--- config.mk ---
export PLATFORM = sky130hd
export DESIGN_NAME = can_tx_data_sequencer
export DESIGN_NICKNAME = d
export VERILOG_FILES = /design/src/rtl/can_tx_data_sequencer.sv
export SDC_FILE = /design/constraint.sdc
export NUM_CORES = 1
export LEC_CHECK = 0
export ABC_CLOCK_PERIOD_IN_PS = 2000
export CORE_UTILIZATION = 25
export CTS_BUF_LIST = sky130_fd_sc_hd__clkbuf_2
export CTS_CLUSTER_DIAMETER = 200
export DETAILED_ROUTE_END_ITERATION = 8
export PLACE_DENSITY_LB_ADDON = 0.3
export SYNTH_ARGS = -nofsm -noshare
export SYNTH_HDL_FRONTEND = slang
export SYNTH_SLANG_ARGS = --single-unit
--- constraint.sdc ---
create_clock -name clk -period 2 [get_ports clk]
set_clock_uncertainty 0.1 [all_clocks]
set_input_delay 0.4 -clock clk [delete_from_list [all_inputs] [get_ports clk]]
set_output_delay 0.4 -clock clk [all_outputs]
set_load 0.03 [all_outputs]
--- src/rtl/can_tx_data_sequencer.sv ---
// -----------------------------------------------------------------------------
// can_tx_data_sequencer
//
// Purpose:
//   Holds the four 16-bit CAN transmit data words (CPU word addresses 0x0e,
//   0x10, 0x12, 0x14). On a transmit request it streams min(dlc, 8) payload
//   bytes, most significant byte of word0 first, to the MAC/bit-stuffing stage
//   over a valid/ready byte handshake. CPU data writes are rejected while a
//   frame is in flight. Frame end is reported with a one-cycle done pulse,
//   together with err when the frame ended on a ready-stall timeout or abort.
//
// Optional feature macro:
//   CAN_TX_ABORT_EN - adds the tx_abort input and the abort path. Without it a
//                     frame ends only by completion or stall timeout.
//
// Parameters:
//   STALL_LIMIT - consecutive byte_valid=1/byte_ready=0 cycles before the
//                 frame is dropped with err; 0 disables the timeout.
//   CNT_W       - stall counter width; must be able to hold STALL_LIMIT.
//
// Ports:
//   clk         in   system clock, everything on the rising edge
//   rst         in   synchronous reset, active-high
//   cpu_we      in   CPU write strobe for a data word
//   cpu_sel     in   [1:0] word select: 0=0x0e, 1=0x10, 2=0x12, 3=0x14
//   cpu_wdata   in   [15:0] write data
//   dlc         in   [3:0] data length code, sampled with tx_req
//   tx_req      in   transmit request pulse (honoured in IDLE only)
//   tx_abort    in   abort request (CAN_TX_ABORT_EN builds only)
//   byte_data   out  [7:0] current payload byte (0 when not sending)
//   byte_valid  out  byte_data valid
//   byte_ready  in   consumer accepts byte
//   busy        out  frame in progress (SEND or DONE)
//   done        out  one-cycle end-of-frame pulse
//   err         out  one-cycle pulse coincident with done on timeout/abort
//   wr_blocked  out  one-cycle pulse: a CPU write was rejected last cycle
//   data_rd     out  [63:0] {word3, word2, word1, word0} readback
// -----------------------------------------------------------------------------
module can_tx_data_sequencer #(
    parameter int STALL_LIMIT = 255,
    parameter int CNT_W       = 8
) (
    input  logic        clk,
    input  logic        rst,
    input  logic        cpu_we,
    input  logic [1:0]  cpu_sel,
    input  logic [15:0] cpu_wdata,
    input  logic [3:0]  dlc,
    input  logic        tx_req,
`ifdef CAN_TX_ABORT_EN
    input  logic        tx_abort,
`endif
    output logic [7:0]  byte_data,
    output logic        byte_valid,
    input  logic        byte_ready,
    output logic        busy,
    output logic        done,
    output logic        err,
    output logic        wr_blocked,
    output logic [63:0] data_rd
);

    typedef enum logic [1:0] {
        ST_IDLE = 2'd0,
        ST_SEND = 2'd1,
        ST_DONE = 2'd2
    } state_t;

    localparam logic [CNT_W-1:0] STALL_LIMIT_C = CNT_W'(STALL_LIMIT);
    localparam logic [CNT_W-1:0] CNT_ONE       = {{(CNT_W-1){1'b0}}, 1'b1};
    localparam logic [CNT_W-1:0] CNT_MAX       = {CNT_W{1'b1}};

    // -------------------------------------------------------------------------
    // State
    // -------------------------------------------------------------------------
    state_t            state_q, state_d;
    logic [2:0]        idx_q, idx_d;        // index of the byte on byte_data
    logic [3:0]        len_q, len_d;        // clamped byte count, 0..8
    logic [CNT_W-1:0]  stall_q, stall_d;    // consecutive not-ready cycles
    logic              err_flag_q, err_flag_d;
    logic              wr_blocked_q;
    logic [15:0]       words_q [4];

    // Decoded helpers
    logic              is_idle;
    logic              is_send;
    logic              is_done;
    logic [3:0]        dlc_clamped;
    logic [CNT_W-1:0]  stall_inc;
    logic              last_byte;
    logic              abort_req;
    logic [15:0]       cur_word;

    assign is_idle     = (state_q == ST_IDLE);
    assign is_send     = (state_q == ST_SEND);
    assign is_done     = (state_q == ST_DONE);
    assign dlc_clamped = (dlc > 4'd8) ? 4'd8 : dlc;
    assign stall_inc   = stall_q + CNT_ONE;
    assign last_byte   = ({1'b0, idx_q} == (len_q - 4'd1));

`ifdef CAN_TX_ABORT_EN
    assign abort_req = tx_abort;
`else
    assign abort_req = 1'b0;
`endif

    // -------------------------------------------------------------------------
    // Data word storage. Writes land only in IDLE, so the frame content is
    // frozen for the whole time busy is high. A write issued together with
    // tx_req commits at the same edge and is therefore part of the frame.
    // -------------------------------------------------------------------------
    generate
        for (genvar gi = 0; gi < 4; gi++) begin : g_word
            always_ff @(posedge clk) begin
                if (rst) begin
                    words_q[gi] <= 16'h0000;
                end else if (is_idle && cpu_we && (cpu_sel == 2'(gi))) begin
                    words_q[gi] <= cpu_wdata;
                end
            end

            assign data_rd[gi*16 +: 16] = words_q[gi];
        end
    endgenerate

    // -------------------------------------------------------------------------
    // Sequential state
    // -------------------------------------------------------------------------
    always_ff @(posedge clk) begin
        if (rst) begin
            state_q      <= ST_IDLE;
            idx_q        <= 3'd0;
            len_q        <= 4'd0;
            stall_q      <= '0;
            err_flag_q   <= 1'b0;
            wr_blocked_q <= 1'b0;
        end else begin
            state_q      <= state_d;
            idx_q        <= idx_d;
            len_q        <= len_d;
            stall_q      <= stall_d;
            err_flag_q   <= err_flag_d;
            // A write attempted while busy is dropped and flagged next cycle.
            wr_blocked_q <= cpu_we && !is_idle;
        end
    end

    // -------------------------------------------------------------------------
    // Next-state logic
    // -------------------------------------------------------------------------
    always_comb begin
        state_d    = state_q;
        idx_d      = idx_q;
        len_d      = len_q;
        stall_d    = stall_q;
        err_flag_d = err_flag_q;

        unique case (state_q)
            ST_IDLE: begin
                stall_d    = '0;
                err_flag_d = 1'b0;
                if (tx_req) begin
                    len_d   = dlc_clamped;
                    idx_d   = 3'd0;
                    state_d = (dlc_clamped == 4'd0) ? ST_DONE : ST_SEND;
                end
            end

            ST_SEND: begin
                if (byte_ready) begin
                    stall_d = '0;
                    if (last_byte) begin
                        state_d = ST_DONE;
                    end else begin
                        idx_d = idx_q + 3'd1;
                    end
                end else begin
                    // Saturate so a disabled timeout never wraps the counter.
                    if (stall_q != CNT_MAX) begin
                        stall_d = stall_inc;
                    end
                    if ((STALL_LIMIT > 0) && (stall_inc == STALL_LIMIT_C)) begin
                        state_d    = ST_DONE;
                        err_flag_d = 1'b1;
                    end
                end

                // Abort wins over everything else in SEND; a byte accepted in
                // this same cycle has still been handed over (idx/stall above
                // are irrelevant once the frame is closing).
                if (abort_req) begin
                    state_d    = ST_DONE;
                    err_flag_d = 1'b1;
                end
            end

            ST_DONE: begin
                state_d = ST_IDLE;
            end

            default: begin
                state_d = ST_IDLE;
            end
        endcase
    end

    // -------------------------------------------------------------------------
    // Outputs
    // -------------------------------------------------------------------------
    assign cur_word   = words_q[idx_q[2:1]];
    // Even index takes the high byte: word0 -> byte0=[15:8], byte1=[7:0].
    assign byte_data  = is_send ? (idx_q[0] ? cur_word[7:0] : cur_word[15:8])
                                : 8'h00;
    assign byte_valid = is_send;
    assign busy       = !is_idle;
    assign done       = is_done;
    assign err        = is_done && err_flag_q;
    assign wr_blocked = wr_blocked_q;

endmodule

==> impl_metrics.py, run 1 <==
metrics = {
    "status": {
        "outcome": "complete, but fails checks",
        "violations": "negative setup slack",
    },
    "drt": {
        "drt-total-wl_um": 13000,
        "drc": 0,
        "drtPass1Iterations": 8,
        "drt_iter0_drc": 102,
        "viasPerCell": 4.47,
        "vias": 3369,
        "drtAntennaViolNets": 0,
        "wl_per_cell_um": 17.3,
    },
    "synth": {
        "synth_xor_area_share_pct": 1.06,
        "synthAdderAreaFrac_pct": 1.22,
        "synth_mux_area_share_pct": 12.2,
        "synth-seq-cells": 85,
        "synth_cells": 326,
        "postSynthAreaPerCell_um2": 12.6,
        "syn-num-nets": 357,
        "synth_top_family_by_area": "simple AND/OR/NAND/NOR gates",
        "synth_cell_type_count": 48,
        "synth_top_flop_cell": "edfxtp_1",
        "synth-compound-area-share_pct": 5.14,
        "synth_top_area_share_pct": 46.7,
        "ys_top_cells_by_area": "edfxtp_1 (47%), dfxtp_1 (10%), and2_1 (10%)",
        "synthSimpleGateAreaFrac_pct": 21.2,
        "synth_largest_area_cell": "edfxtp_1",
        "synth-edff-count": 64,
        "synthArstFlopShare_pct": 0,
        "yosysSeqAreaShare_pct": 56.9,
        "yosysWarnings": 0,
        "synth_area_um2": 4120,
    },
    "pwr": {
        "p_leak_nw": 2.72,
        "ir_worst_vdd_mv": 0.265,
        "total_power_mw": 4.22,
        "powerDensity_nw_per_um2": 637,
    },
    "critical_path": {
        "path_class": "flop to output port",
        "cp-start-kind": "flop",
        "slowest_stage": "mux4_2",
        "cp.required_ns": 1.50,
        "worst_path_most_repeated_cell": "buf_6",
        "crit_path_end_kind": "output port",
        "max_stage_delay_ns": 0.51,
        "cp_max_fo": 7,
        "path_cells": "buf_12 -> buf_6 -> mux4_2 -> mux2i_1 -> nor2_2 -> buf_6",
        "cp.arrival_ns": 2.13,
    },
    "clock_network": {
        "cts_num_sinks": 85,
        "ctsHtreeMaxLevel": 3,
        "cts_tree": "yes",
        "clockBufferDepth": 2,
        "path_clk_slew_ns": 0.24,
        "cts_root_buf": "clkbuf_2",
        "cts-buffers-inserted": 9,
        "clk_latency_ns": 0.58,
        "cts_hold_buf": 0,
    },
    "die": {
        "start_util_pct": 25.7,
        "dieArea_um2": 17000,
        "dieWidth_um": 130,
        "die_h_um": 130,
        "fp-row-count": 46,
        "core_um2": 16000,
        "io_pins": 104,
    },
    "layout": {
        "final_nets": 563,
        "mostFrequentLayoutCells": "buf_4 (78), and2_1 (65), buf_6 (65)",
        "final_common_cell": "buf_4",
        "antenna_cells": 0,
        "register_area_um2": 2350,
        "final.fill_count": 1572,
        "fin_area_um2": 6630,
        "multi_input_area_um2": 1760,
        "area_growth_pct": 61.1,
        "drive_above_1_share_pct": 46.6,
    },
    "sta": {
        "setup_viol": 12,
        "worst_slew_pin_slew_ns": 0.335,
        "period_needed_ns": 2.63,
        "fin_ws_ns": -0.631,
        "hold_violations": 0,
        "rsz0062_at_grt": "yes",
        "max_freq_mhz": 380,
        "relSlewSlack_pct": 77.5,
        "fin_crit_sh_pct": 132,
        "drv_slew": 0,
    },
    "global_route": {
        "grt_max_degree": 17,
        "overflow": 0,
        "grt_pass1_wl_um": 20100,
        "grt_pass1_vias": 3672,
        "grt_use_total_pct": 16.3,
        "antenna_found_initial": 0,
    },
    "worst_hold_path": {
        "min_path_type": "primary input to flop",
    },
    "place": {
        "gp_congestion": 0.806,
        "portBuffers": 103,
        "placed_area_um2": 6150,
        "hpwl_um": 8390,
    },
    "run": {
        "drv_cap": 0,
    },
}
==> final cells by class <==
cell class	instances	area share (%)
Clock inverter	6	1.42
Inverter	9	0.585
Timing Repair Buffer	210	31.2
Multi-Input combinational cell	217	26.5
Clock buffer	10	0.755
Sequential cell	85	35.5
Tap cell	216	4.08
==> synthesized netlist by cell type (all sizes together), types with 4 or more instances <==
cell type / instances
and2: 67
edfxtp: 64
nor2: 22
dfxtp: 21
mux4: 16
a21oi: 15
mux2i: 13
clkbuf: 9
inv: 9
nand2: 9
nand3: 9
nor3: 9
buf: 6
o21ai: 6
a31o: 4
and3: 4
ha: 4
nor3b: 4
==> flip-flops by register name, indices dropped and copies added (netlist names), named ones only <==
signal / cells
state_q: 2
wr_blocked: 1
err_flag_q: 1
stall_q: 8
idx_q: 3
words_q: 64
len_q: 4
==> where the power goes <==
group | switching, mW | total, mW | leakage [nW] | internal, mW
clock | 0.646 | 1.08 | 0.0831 | 0.429
sequential | 0.0518 | 2.05 | 0.842 | 1.99
combinational | 0.563 | 1.10 | 1.80 | 0.539
total | 1.26 | 4.22 | 2.72 | 2.96
==> what timing repair did <==
item | 4_1_cts | 5_1_grt
endpoints found under the setup margin | 77 | 67
resized for setup | 408 | 61
pin swaps | 8 | 9
buffers inserted | 55 | 17
cloned | 2 | 0
==> metal layers <==
metal | wire (um) | GRT usage (%) | vias to the layer above
met2 | 6560 | 28.1 | 94
met5 | 0 | 0 | -
met1 | 5420 | 19.4 | 1662
li1 | - | - | 1601
met3 | 924 | 5.21 | 12
met4 | 132 | 4.99 | 0
==> kinds of logic after synthesis <==
kind of cell | Yosys count
fa+ha+maj | 4
flops | 85
xor+xnor | 5
simple gates | 146
buf+inv | 24
compound gates | 32
mux | 30
==> critical path: cells and delay by family, from the launching register on <==
family | cells | cell delay (ns)
muxes | 2 | 0.69
DFF | 1 | 0.41
buffers and inverters | 3 | 0.38
and+or+nand+nor | 1 | 0.08
==> per-stage QoR <==
step,util [%],hold slack (ns),instances,setup WS [ns],setup TNS (ns)
floorplan,-,0.353,326,0.000227,0
global route,41.4,0.246,753,-0.752,-6.57
global placement,38.4,0.374,713,-0.425,-3.15
detailed placement,38.4,0.383,713,-0.424,-3.15
finish,41.4,0.281,753,-0.631,-4.97
CTS,42.2,0.215,776,-0.778,-6.37
==> worst paths after layout <==
check | end | from | slack (ns) | depth (start not counted)
max | byte_data[3] | flop | -0.63 | 6
min | wr_blocked$_SDFF_PP0_ | cpu_we | 0.28 | 2
max reg2reg | stall_q[3]$_SDFFE_PP0P_ | state_q[1]$_SDFFE_PP0P_ | 0.01 | 7
min reg2reg | len_q[3]$_SDFFE_PP0P_ | len_q[3]$_SDFFE_PP0P_ | 0.43 | 2
Power figures use the tool's default switching activity.
==> inputs of run 2 (changes only) <==
ABC_AREA = 1   (was default)
ABC_CLOCK_PERIOD_IN_PS = 2800   (was 2000)
PLACE_DENSITY_LB_ADDON = default   (was 0.3)
clock period = 2.8 ns   (was 2 ns; I/O delays follow)
==> impl_metrics.py, run 2 <==
metrics = {
    "die": {
        "dieArea_um2": 17100,
        "die_h_um": 131,
        "io_pins": 104,
        "core_um2": 16100,
        "start_util_pct": 25.8,
        "dieWidth_um": 131,
        "fp-row-count": 46,
    },
    "synth": {
        "synth-seq-cells": 85,
        "yosysWarnings": 0,
        "synth_largest_area_cell": "edfxtp_1",
        "synthArstFlopShare_pct": 0,
        "synth_xor_area_share_pct": 0.422,
        "synth_cell_type_count": 30,
        "synth_area_um2": 4150,
        "synthSimpleGateAreaFrac_pct": 26.3,
        "ys_top_cells_by_area": "edfxtp_1 (46%), nor2_1 (13%), dfxtp_1 (10%)",
        "synth_top_flop_cell": "edfxtp_1",
        "synth_top_family_by_area": "simple AND/OR/NAND/NOR gates",
        "synth-edff-count": 64,
        "ys_top_cells_by_count": "nor2_1 (140), nand2_1 (69), edfxtp_1 (64)",
        "postSynthAreaPerCell_um2": 8.93,
        "synth_top_area_share_pct": 46.3,
        "synth_mux_area_share_pct": 0,
        "synth-compound-area-share_pct": 8.80,
        "synth_cells": 465,
        "syn-num-nets": 496,
        "yosysMostFrequentCell": "nor2_1",
        "synthAdderAreaFrac_pct": 1.21,
        "yosysSeqAreaShare_pct": 56.4,
    },
    "sta": {
        "drv_slew": 0,
        "relSlewSlack_pct": 58.2,
        "fin_crit_sh_pct": 97.4,
        "rsz0062_at_grt": "yes",
        "period_needed_ns": 2.73,
        "worst_slew_pin_slew_ns": 0.626,
        "setup_viol": 0,
        "max_freq_mhz": 367,
        "hold_violations": 0,
    },
    "global_route": {
        "antenna_found_initial": 0,
        "grt_use_total_pct": 14.4,
        "overflow": 0,
        "grt_max_degree": 22,
        "grt_pass1_vias": 3498,
        "grt_pass1_wl_um": 18200,
    },
    "place": {
        "portBuffers": 103,
        "gp_congestion": 0.820,
        "hpwl_um": 8930,
    },
    "layout": {
        "largest_register_ff_count": 64,
        "top_register": "words_q",
        "fin_util_pct": 35.0,
        "area_growth_pct": 35.6,
        "final_nets": 607,
        "antenna_cells": 0,
        "top_regs": "words_q (64), stall_q (8), len_q (4)",
        "mostFrequentLayoutCells": "nor2_1 (140), clkdlybuf4s50_1 (95), nand2_1 (69)",
        "final_common_cell": "nor2_1",
        "drive_above_1_share_pct": 10.8,
    },
    "pwr": {
        "p_leak_nw": 2.25,
        "powerDensity_nw_per_um2": 509,
        "total_power_mw": 2.86,
        "ir_worst_vdd_mv": 0.184,
    },
    "critical_path": {
        "path_class": "flop to output port",
        "cp.required_ns": 2.14,
        "cp_max_fo": 21,
        "cp-start-kind": "flop",
        "crit_path_end_kind": "output port",
        "cp.arrival_ns": 2.07,
    },
    "clock_network": {
        "cts_root_buf": "clkbuf_2",
        "clk_latency_ns": 0.55,
        "path_clk_slew_ns": 0.24,
        "cts-buffers-inserted": 9,
        "cts_hold_buf": 0,
        "ctsHtreeMaxLevel": 3,
        "clockBufferDepth": 2,
        "cts_tree": "yes",
        "cts_num_sinks": 85,
    },
    "drt": {
        "drtAntennaViolNets": 0,
        "wl_per_cell_um": 15.2,
        "vias": 3644,
        "drt-total-wl_um": 12200,
        "drt_iter0_drc": 243,
        "viasPerCell": 4.57,
        "drtPass1Iterations": 4,
        "drc": 0,
    },
    "run": {
        "drv_cap": 0,
    },
    "status": {
        "outcome": "complete, no violations",
    },
    "worst_hold_path": {
        "min_path_type": "flop to flop",
    },
}
[run 2: changes by cell type after synthesis, moves of 13 or more]
cell     change
and2_1      -67
inv_1       +38
mux2i_1     -13
mux4_2      -16
nand2_1     +61
nand3_1     +16
nor2_1     +119
o21ai_0     +18
o32ai_1     +18
[run 2: what timing repair did]
item	CTS	global route
pin swaps	0	1
gates resized for setup	15	23
buffers inserted	0	1
hold endpoints to repair	0	0
gates cloned	0	1
endpoints found under the setup margin	8	9
[run 2: path summary, 6_finish.rpt]
check	startpoint	to	slack [ns]	cells after the start
hold / removal	stall_q[7]$_SDFFE_PP0P_	stall_q[7]$_SDFFE_PP0P_	0.40	2
setup / recovery	flop	byte_data[0]	0.07	6
hold reg to reg	stall_q[7]$_SDFFE_PP0P_	stall_q[7]$_SDFFE_PP0P_	0.40	2
setup reg to reg	len_q[0]$_SDFFE_PP0P_	flop	0.81	13
[run 2: power breakdown]
group          internal (mW)  total [mW]  switching [mW]  leakage [nW]
Sequential              1.43        1.49          0.0577         0.840
Combinational          0.265       0.709           0.444          1.35
Clock                  0.217       0.668           0.450        0.0691
[run 2: final cells by class]
type	count	area, um2
fillers	1619	10400
clock inverters	6	71.3
inverters	51	196
repair buffers	118	1140
flip-flops and latches	85	2350
multi-input cells	311	1550
well taps	216	270
clock buffers	10	50.0
[run 2: per-layer routing]
metal / vias to the layer above / share of wire, % / global-route usage, %
met5: - / 0 / 0
met4: 0 / 0.94 / 3.72
met3: 10 / 7.0 / 3.22
met2: 150 / 49 / 25.1
met1: 1719 / 43 / 17.9
li1: 1765 / - / -
[run 2: logic make-up after synthesis]
family | count (synthesis)
and+or+nand+nor | 247
AOI/OAI and AO/OA | 58
adders and majority gates | 4
xor gates and xnor gates | 2
buffers and inverters | 69
DFF | 85
[run 2: critical path, cell delays in order, from the launching register on]
cell     delay (ns)
dfxtp_2        0.38
buf_8          0.15
buf_6          0.15
o32ai_1        0.30
nand2_1        0.13
a21oi_1        0.21
buf_4          0.20
[run 2: per-stage QoR]
step | instances | hold WS, ns | instance area [um2] | setup TNS (ns) | setup WS [ns]
after floorplan | 465 | 0.354 | 4150 | 0 | 0.606
after global placement | 779 | 0.370 | 5450 | 0 | 0.340
after CTS | 795 | 0.402 | 5590 | 0 | 0.00252
after global routing | 797 | 0.414 | 5630 | -0.0244 | -0.0244
final | 797 | 0.402 | 5630 | 0 | 0.0731
after detailed placement | 779 | 0.376 | 5450 | 0 | 0.305
